[src/rtl/ariane_pkg.sv]
// ariane_pkg: shared frontend types for the branch-prediction path.
//   ghr_t          - global history vector at the default history length
//   bht_update_t   - branch history table update bundle
//   ghr_predict_t  - frontend prediction handshake fields
//   ghr_resolve_t  - execute-stage resolution fields
//   sat_inc16      - saturating 16-bit increment used by statistics counters
package ariane_pkg;

  localparam int unsigned GHR_LEN = 10;

  typedef logic [GHR_LEN-1:0] ghr_t;

  typedef struct packed {
    logic        valid;
    logic [63:0] pc;
    logic        taken;
  } bht_update_t;

  typedef struct packed {
    logic valid;
    logic taken;
  } ghr_predict_t;

  typedef struct packed {
    logic valid;
    logic taken;
    logic mispredict;
  } ghr_resolve_t;

  function automatic logic [15:0] sat_inc16(input logic [15:0] v);
    return (v == 16'hFFFF) ? v : v + 16'd1;
  endfunction

endpackage

[src/rtl/bp_ghr_fifo.sv]
// bp_ghr_fifo: circular buffer of predicted directions for in-flight branches.
// Ports:
//   clk_i, rst_i   - clock, synchronous active-high reset
//   push_i, data_i - append one entry at the tail
//   pop_i          - drop the head entry
//   clear_i        - squash all entries (wins over push/pop)
//   data_o         - head entry
//   full_o/empty_o - occupancy flags
//   count_o        - number of entries held
//   tail_o         - current tail pointer (slot the next push uses)
module bp_ghr_fifo #(
  parameter int unsigned DEPTH = 8,
  parameter int unsigned PTR_W = $clog2(DEPTH)
) (
  input  logic             clk_i,
  input  logic             rst_i,
  input  logic             push_i,
  input  logic             pop_i,
  input  logic             clear_i,
  input  logic             data_i,
  output logic             data_o,
  output logic             full_o,
  output logic             empty_o,
  output logic [PTR_W:0]   count_o,
  output logic [PTR_W-1:0] tail_o
);

  logic [DEPTH-1:0] mem_q;
  logic [PTR_W-1:0] head_q, head_d;
  logic [PTR_W-1:0] tail_q, tail_d;
  logic [PTR_W:0]   count_q, count_d;

  // DEPTH is a power of two, so pointer increments wrap naturally.
  always_comb begin
    head_d  = head_q;
    tail_d  = tail_q;
    count_d = count_q;
    if (clear_i) begin
      // Collapse onto the tail so tag numbering continues after a squash.
      head_d  = tail_q;
      count_d = '0;
    end else begin
      if (push_i) tail_d = tail_q + 1'b1;
      if (pop_i)  head_d = head_q + 1'b1;
      case ({push_i, pop_i})
        2'b10:   count_d = count_q + 1'b1;
        2'b01:   count_d = count_q - 1'b1;
        default: count_d = count_q;
      endcase
    end
  end

  always_ff @(posedge clk_i) begin
    if (rst_i) begin
      head_q  <= '0;
      tail_q  <= '0;
      count_q <= '0;
    end else begin
      head_q  <= head_d;
      tail_q  <= tail_d;
      count_q <= count_d;
    end
  end

  // Entry storage carries no reset; occupancy is tracked by count_q.
  always_ff @(posedge clk_i) begin
    if (push_i && !clear_i) mem_q[tail_q] <= data_i;
  end

  assign data_o  = mem_q[head_q];
  assign full_o  = (count_q == (PTR_W+1)'(DEPTH));
  assign empty_o = (count_q == '0);
  assign count_o = count_q;
  assign tail_o  = tail_q;

endmodule

[src/rtl/bp_ghr_tracker.sv]
// bp_ghr_tracker: speculative / committed global history tracker for a
// perceptron branch predictor.
// Ports:
//   clk_i, rst_i                 - clock, synchronous active-high reset
//   flush_i                      - frontend flush, restores spec history
//   predict_valid_i/taken_i      - predicted conditional branch from frontend
//   predict_ready_o, predict_tag_o - accept handshake and assigned tag
//   resolve_valid_i/taken_i/mispredict_i - resolution of the oldest branch
//   spec_ghr_o, commit_ghr_o     - speculative and committed history
//   count_o                      - in-flight branch count
//   mispredict_cnt_o             - mispredict statistics
// Build option: define BP_GHR_STATS_EN to enable the saturating mispredict
// counter; otherwise mispredict_cnt_o is tied to zero.
module bp_ghr_tracker
  import ariane_pkg::*;
#(
  parameter int unsigned GHR_LENGTH = 10,
  parameter int unsigned DEPTH      = 8
) (
  input  logic                     clk_i,
  input  logic                     rst_i,
  input  logic                     flush_i,
  input  logic                     predict_valid_i,
  input  logic                     predict_taken_i,
  output logic                     predict_ready_o,
  output logic [$clog2(DEPTH)-1:0] predict_tag_o,
  input  logic                     resolve_valid_i,
  input  logic                     resolve_taken_i,
  input  logic                     resolve_mispredict_i,
  output logic [GHR_LENGTH-1:0]    spec_ghr_o,
  output logic [GHR_LENGTH-1:0]    commit_ghr_o,
  output logic [$clog2(DEPTH):0]   count_o,
  output logic [15:0]              mispredict_cnt_o
);

  localparam int unsigned PTR_W = $clog2(DEPTH);

  ghr_predict_t pred;
  ghr_resolve_t res;
  assign pred = '{valid: predict_valid_i, taken: predict_taken_i};
  assign res  = '{valid: resolve_valid_i, taken: resolve_taken_i,
                  mispredict: resolve_mispredict_i};

  logic [GHR_LENGTH-1:0] spec_q, spec_d;
  logic [GHR_LENGTH-1:0] commit_q, commit_d;
  logic                  full, empty;
  logic                  accept, res_ok, mispredict, squash;
  logic                  head_taken_unused;

  assign accept     = pred.valid && !full;
  assign res_ok     = res.valid && !empty;
  assign mispredict = res_ok && res.mispredict;
  assign squash     = mispredict || flush_i;

  always_comb begin
    commit_d = commit_q;
    if (res_ok) commit_d = {commit_q[GHR_LENGTH-2:0], res.taken};
    spec_d = spec_q;
    // A squash restores from the committed history including this cycle's
    // resolution; any same-cycle accept is lost with the squash.
    if (squash)      spec_d = commit_d;
    else if (accept) spec_d = {spec_q[GHR_LENGTH-2:0], pred.taken};
  end

  always_ff @(posedge clk_i) begin
    if (rst_i) begin
      spec_q   <= '0;
      commit_q <= '0;
    end else begin
      spec_q   <= spec_d;
      commit_q <= commit_d;
    end
  end

  bp_ghr_fifo #(
    .DEPTH (DEPTH),
    .PTR_W (PTR_W)
  ) u_fifo (
    .clk_i   (clk_i),
    .rst_i   (rst_i),
    .push_i  (accept && !squash),
    .pop_i   (res_ok && !squash),
    .clear_i (squash),
    .data_i  (pred.taken),
    .data_o  (head_taken_unused),
    .full_o  (full),
    .empty_o (empty),
    .count_o (count_o),
    .tail_o  (predict_tag_o)
  );

  assign predict_ready_o = !full;
  assign spec_ghr_o      = spec_q;
  assign commit_ghr_o    = commit_q;

`ifdef BP_GHR_STATS_EN
  logic [15:0] mis_cnt_q;
  always_ff @(posedge clk_i) begin
    if (rst_i)           mis_cnt_q <= '0;
    else if (mispredict) mis_cnt_q <= sat_inc16(mis_cnt_q);
  end
  assign mispredict_cnt_o = mis_cnt_q;
`else
  assign mispredict_cnt_o = '0;
`endif

endmodule
[config.mk]
export PLATFORM = sky130hd
export DESIGN_NAME = bp_ghr_tracker
export DESIGN_NICKNAME = d
export VERILOG_FILES = /design/src/rtl/ariane_pkg.sv /design/src/rtl/bp_ghr_fifo.sv /design/src/rtl/bp_ghr_tracker.sv
export SDC_FILE = /design/constraint.sdc
export NUM_CORES = 1
export LEC_CHECK = 0
export BUFFER_PORTS_ARGS = -buffer_cell sky130_fd_sc_hd__buf_4
export CORE_ASPECT_RATIO = 0.8
export CORE_MARGIN = 2
export CORE_UTILIZATION = 35
export DETAILED_ROUTE_END_ITERATION = 10
export GPL_TIMING_DRIVEN = 0
export SKIP_LAST_GASP = 1
export SYNTH_ARGS = -nofsm -noshare
export SYNTH_HDL_FRONTEND = slang
export SYNTH_SLANG_ARGS = --single-unit
[constraint.sdc]
create_clock -name clk_i -period 3.15 [get_ports clk_i]
set_clock_uncertainty 0.15 [all_clocks]
set_input_delay 0.315 -clock clk_i [delete_from_list [all_inputs] [get_ports clk_i]]
set_output_delay 0.315 -clock clk_i [all_outputs]
set_load 0.03 [all_outputs]
Yosys cells after proc, flatten, opt, wreduce, memory -nomap -nowiden. Index checks and enable logic that the tools add are counted. W data, S select, Z words.

Register bits: 27. Input bits: 8. Word-level logic and storage cells: 29.

Add/subtract/negate cells: 3. Equal/unequal tests: 3. Mux-type cells: 4. Bitwise gates (word level): 1. Reduce and logical (&&, ||, !) cells: 14.

Operator list (number): $mux W10 (3); $pmux W4 S2 (1); $logic_and A1 B1 Y1 (5); $add A4 B1 Y4 const B (1); $eq A4 B4 Y1 const B (1); $logic_not A4 Y1 (1); $reduce_bool A2 Y1 (2); $sub A4 B1 Y4 const B (1); $add A3 B1 Y3 const B (1); $logic_not A1 Y1 (3); $eq A2 B1 Y1 const B (1); $eq A2 B2 Y1 const B (1); $reduce_and A2 Y1 (1); $reduce_or A2 Y1 (1); $logic_or A1 B1 Y1 (1); $not A1 Y1 (1).

Logic depth before layout (Yosys ltp).
Depth after elaboration: 9. Depth in mapped cells: 12. Gate-level depth less buffers: 10.

By module. From an unflattened synthesis, not the netlist that was laid out.

Cell total of the unflattened synthesis: 203. Area total of the unflattened synthesis: 1904.3 um^2.

By module, submodules not included: bp_ghr_tracker (instances 1, cells each 116, area an instance 982.2 um^2, sequential area each 400.4 um^2); bp_ghr_fifo (instances 1, cells each 87, area an instance 922.1 um^2, sequential area each 440.4 um^2).

Worst setup path before layout. OpenSTA, ideal clock, no wires.

Path type: register to register. From: reg u_fifo.count_q[1] (netlist: u_fifo.count_o[1]). To: reg u_fifo.count_q[2] (netlist: u_fifo.count_o[2]). Arrival: 2.678 ns. Data required time: 2.930 ns. Slack: 0.252 ns. Cell stages (with the launch flop): 13. Path buffers: 2. Cells stage by stage: dfxtp_1 -> buf_6 -> o41a_1 -> a21o_1 -> clkbuf_1 -> nor2_1 -> ha_1 -> xor2_1 -> ha_1 -> a21oi_1 -> xor2_1 -> or3_1 -> a21oi_1.

Word-level cells in the longest chain between the ends: 9.

RTL lines: start: declaration (line bp_ghr_fifo.sv:31) `logic [PTR_W:0] count_q, count_d;`; start signal: assignment (line bp_ghr_fifo.sv:61) `count_q <= count_d;`; $logic_not A4 Y1 (line bp_ghr_fifo.sv:72) `assign empty_o = (count_q == '0);`; $logic_not A1 Y1 (line bp_ghr_tracker.sv:51) `assign res_ok = res.valid && !empty;`; $logic_and A1 B1 Y1 (line bp_ghr_tracker.sv:51); $logic_and A1 B1 Y1 (line bp_ghr_tracker.sv:52) `assign mispredict = res_ok && res.mispredict;`; $logic_or A1 B1 Y1 (line bp_ghr_tracker.sv:53) `assign squash = mispredict || flush_i;`; $logic_not A1 Y1; $logic_and A1 B1 Y1, on equally long branches (line bp_ghr_tracker.sv:82, bp_ghr_tracker.sv:81); $eq A2 B1 Y1 or $eq A2 B2 Y1 (tied branches) (line bp_ghr_fifo.sv:45) `case ({push_i, pop_i})`; $pmux W4 S2 or $reduce_bool A2 Y1 (tied branches).

Several ways; a longest one is shown, not always the timed one. A chain may end at the register's enable or synchronous reset.

Worst setup path after layout. Same ends and word-level chain as after synthesis.

==> results.json <==
{
  "status": "complete, no violations",
  "grt-ovfl-total": 0,
  "r2r_start": "u_fifo.count_o[1]",
  "pin_count": 52,
  "relSlewSlack_pct": 65.7,
  "drc": 0,
  "wl_per_cell_um": 12.4,
  "cp_max_fo": 13,
  "hold_path_depth": 2,
  "crit_path_cell_trace": "buf_6, o41a_1, a21o_4, nor2_2, ha_2, xor2_1, ha_1, a21oi_1, xor2_1, or3_1, a21oi_1",
  "rr_worst_depth": 11,
  "post_cts_resized": 0,
  "place.gp.congestion": 0.788,
  "yosysSeqAreaShare_pct": 40.1,
  "crit_type": "flip-flop to flip-flop",
  "nets": 216,
  "final.setup.worst_slack_ps": 252,
  "worst_slew_pin_slew_ps": 507,
  "die_area_um2": 4370,
  "fillers": 387,
  "r2r_end": "u_fifo.count_o[2]",
  "clk_path_buf_depth": 2,
  "ant_nets": 0,
  "post-cts-setup-buffer-count": 0,
  "critical_path.startpoint_type": "flip-flop",
  "peakVddDrop_uv": 349,
  "stdcell_count": 247,
  "h-tree-depth": 1,
  "grt_pass1_wl_um": 5230,
  "start_util_pct": 35.9,
  "place_hpwl_um": 2330,
  "worst_hold_slack_ps": 111,
  "ff2ff_setup_slack_ps": 250,
  "grt_pass1_vias": 1152,
  "final_core_util_pct": 47.7,
  "synth_cells": 150,
  "drv_slew": 0,
  "design.core.area_um2": 3750,
  "ff_latch_area_um2": 541,
  "setup_viol": 0,
  "critPathCaptureType": "flip-flop",
  "cts_tree": "built",
  "area_growth_pct": 32.7,
  "via_count": 1178,
  "power_leakage_nw": 0.808,
  "antenna_found_initial": 0,
  "grt_usage_pct": 15.2,
  "fin_crit_sh_pct": 92.0,
  "fin_total_pwr_uw": 656,
  "hold_path_end": "commit_ghr_o[6]",
  "clk_latency_ps": 270,
  "multiInputGateArea_um2": 717,
  "hp-class": "input pin to flip-flop",
  "syn_area_um2": 1350,
  "ys_types": 29,
  "diodes": 0,
  "drive_gt1_share_pct": 32.0,
  "clk_pin_slew_ps": 100,
  "synth-seq-cells": 27,
  "portBuffers": 35,
  "dp.cells": 244,
  "tns_ps": 0,
  "cts.sinks": 27,
  "drt_iter0_markers": 36,
  "worst-path-buf-inv": 1,
  "avgSynthCellArea_um2": 8.99,
  "vias_per_cell": 4.77,
  "design_area_um2": 1790,
  "worstPathRequired_ps": 3210,
  "arrival_ps": 2960,
  "row_count": 20,
  "power.density_nw_per_um2": 367,
  "placed_cell_area_um2": 1720,
  "max-cap-violations": 0,
  "path_delay_family": "compound AO/OA/AOI/OAI gates",
  "yosys_warnings": 0,
  "slowest_delay_ps": 530,
  "finalHoldViolCount": 0,
  "die_x_um": 73.4,
  "drt-total-wl_um": 3070,
  "max_freq_mhz": 345,
  "hp-start": "rst_i",
  "finalCriticalPeriod_ps": 2900,
  "grt_setup_unrepaired": "false",
  "numCtsBuffers": 3,
  "die_h_um": 59.5,
  "hold_buffers": 0,
  "grt_max_degree": 18,
  "dr.pass1.iters": 4,
  "cpMaxStageDelayCell": "o41a_1",
  "pre_cts_slack_ps": 50.5,
  "cts_root_buf": "clkbuf_8"
}
[routing by layer]
metal / GRT usage [%] / up-vias / share of wire [%]
met5: 0 / - / 0
met4: 2.34 / 0 / 0.29
met3: 4.08 / 2 / 5.3
met2: 27.8 / 38 / 49
met1: 18.4 / 535 / 45
li1: - / 603 / -
[cell usage in the layout (no fill, tap or decap)]
cell type	instances
buf_6	1
mux2_2	1
a21oi_1	15
or3_1	2
o41a_1	1
o21ai_0	5
nor2_2	1
and3b_1	1
ha_1	3
ha_2	1
a21oi_4	1
o2bb2ai_1	9
inv_6	1
mux2i_1	10
clkbuf_8	3
nor2b_1	1
o41ai_1	2
nor2_1	4
buf_4	52
xor2_1	3
dfxtp_1	27
nor3b_1	2
conb_1	16
buf_2	2
clkbuf_1	2
nand2_1	23
or4b_4	1
and2_1	2
and4_1	1
a21o_4	1
a221o_1	1
inv_1	2
nand3_1	5
a21o_1	1
[cells by family after synthesis]
| kind of cell | Yosys count | synth area share [%] |
|---|---|---|
| AO/OA/AOI/OAI | 36 | 17.9 |
| XOR/XNOR | 3 | 1.95 |
| adder cells (fa/ha/maj) | 4 | 3.71 |
| buffers and inverters | 25 | 12.4 |
| flip-flops | 27 | 40.1 |
| multiplexers | 11 | 8.26 |
| other | 1 | 0.278 |
| AND/OR/NAND/NOR | 43 | 15.4 |
[where the power goes]
| group | internal [mW] | switching [mW] | total, mW |
|---|---|---|---|
| clock | 0.0928 | 0.115 | 0.207 |
| combinational | 0.0368 | 0.0644 | 0.101 |
| sequential | 0.344 | 0.00347 | 0.348 |
[how the worst max path moves through the flow]
| stage | from | to | slack (ps) | cells past startpoint |
|---|---|---|---|---|
| 2_1_floorplan | u_fifo.count_o[1] | u_fifo.count_o[2] | 250 | 12 |
| 3_3_place_gp | u_fifo.count_o[0] | u_fifo.count_o[2] | 150 | 11 |
| 3_5_place_dp | u_fifo.count_o[0] | u_fifo.count_o[2] | 50 | 11 |
| 4_1_cts | u_fifo.count_o[0] | u_fifo.count_o[2] | 30 | 11 |
| 5_1_grt | u_fifo.count_o[1] | u_fifo.count_o[2] | 30 | 11 |
| 6_report | u_fifo.count_o[1] | u_fifo.count_o[2] | 250 | 11 |
[cell usage after synthesis]
| cell type | number | share of area [%] |
|---|---|---|
| a21o_1 | 2 | 1.1 |
| a21oi_1 | 15 | 5.6 |
| a21oi_2 | 1 | 0.65 |
| a221o_1 | 1 | 0.74 |
| and2_1 | 2 | 0.93 |
| and3b_1 | 1 | 0.65 |
| and4_1 | 1 | 0.65 |
| buf_2 | 2 | 0.74 |
| buf_4 | 17 | 9.5 |
| buf_6 | 1 | 0.83 |
| clkbuf_1 | 3 | 0.83 |
| conb_1 | 1 | 0.28 |
| dfxtp_1 | 27 | 40 |
| ha_1 | 4 | 3.7 |
| inv_1 | 2 | 0.56 |
| mux2_2 | 1 | 0.83 |
| mux2i_1 | 10 | 7.4 |
| nand2_1 | 23 | 6.4 |
| nand3_1 | 5 | 1.9 |
| nor2_1 | 5 | 1.4 |
| nor2b_1 | 1 | 0.46 |
| nor3b_1 | 2 | 1.1 |
| o21ai_0 | 5 | 1.9 |
| o2bb2ai_1 | 9 | 5.8 |
| o41a_1 | 1 | 0.83 |
| o41ai_1 | 2 | 1.3 |
| or3_1 | 2 | 0.93 |
| or4b_4 | 1 | 1.0 |
| xor2_1 | 3 | 1.9 |
[registers in the layout (all words and copies together), names as in the netlist]
| name | count |
|---|---|
| u_fifo.count_o | 4 |
| u_fifo.tail_o | 3 |
| commit_ghr_o | 10 |
| spec_ghr_o | 10 |
[cell type report]
class                   count  area share (%)
plain buffers              22            8.74
well taps                  44            3.08
multi-input cells         113            40.1
clock inverters             1           0.490
clock buffers               3            2.31
flip-flops and latches     27            30.2
inverters                   2           0.420
repair buffers             35            14.7
(Power assumes the default switching activity.)
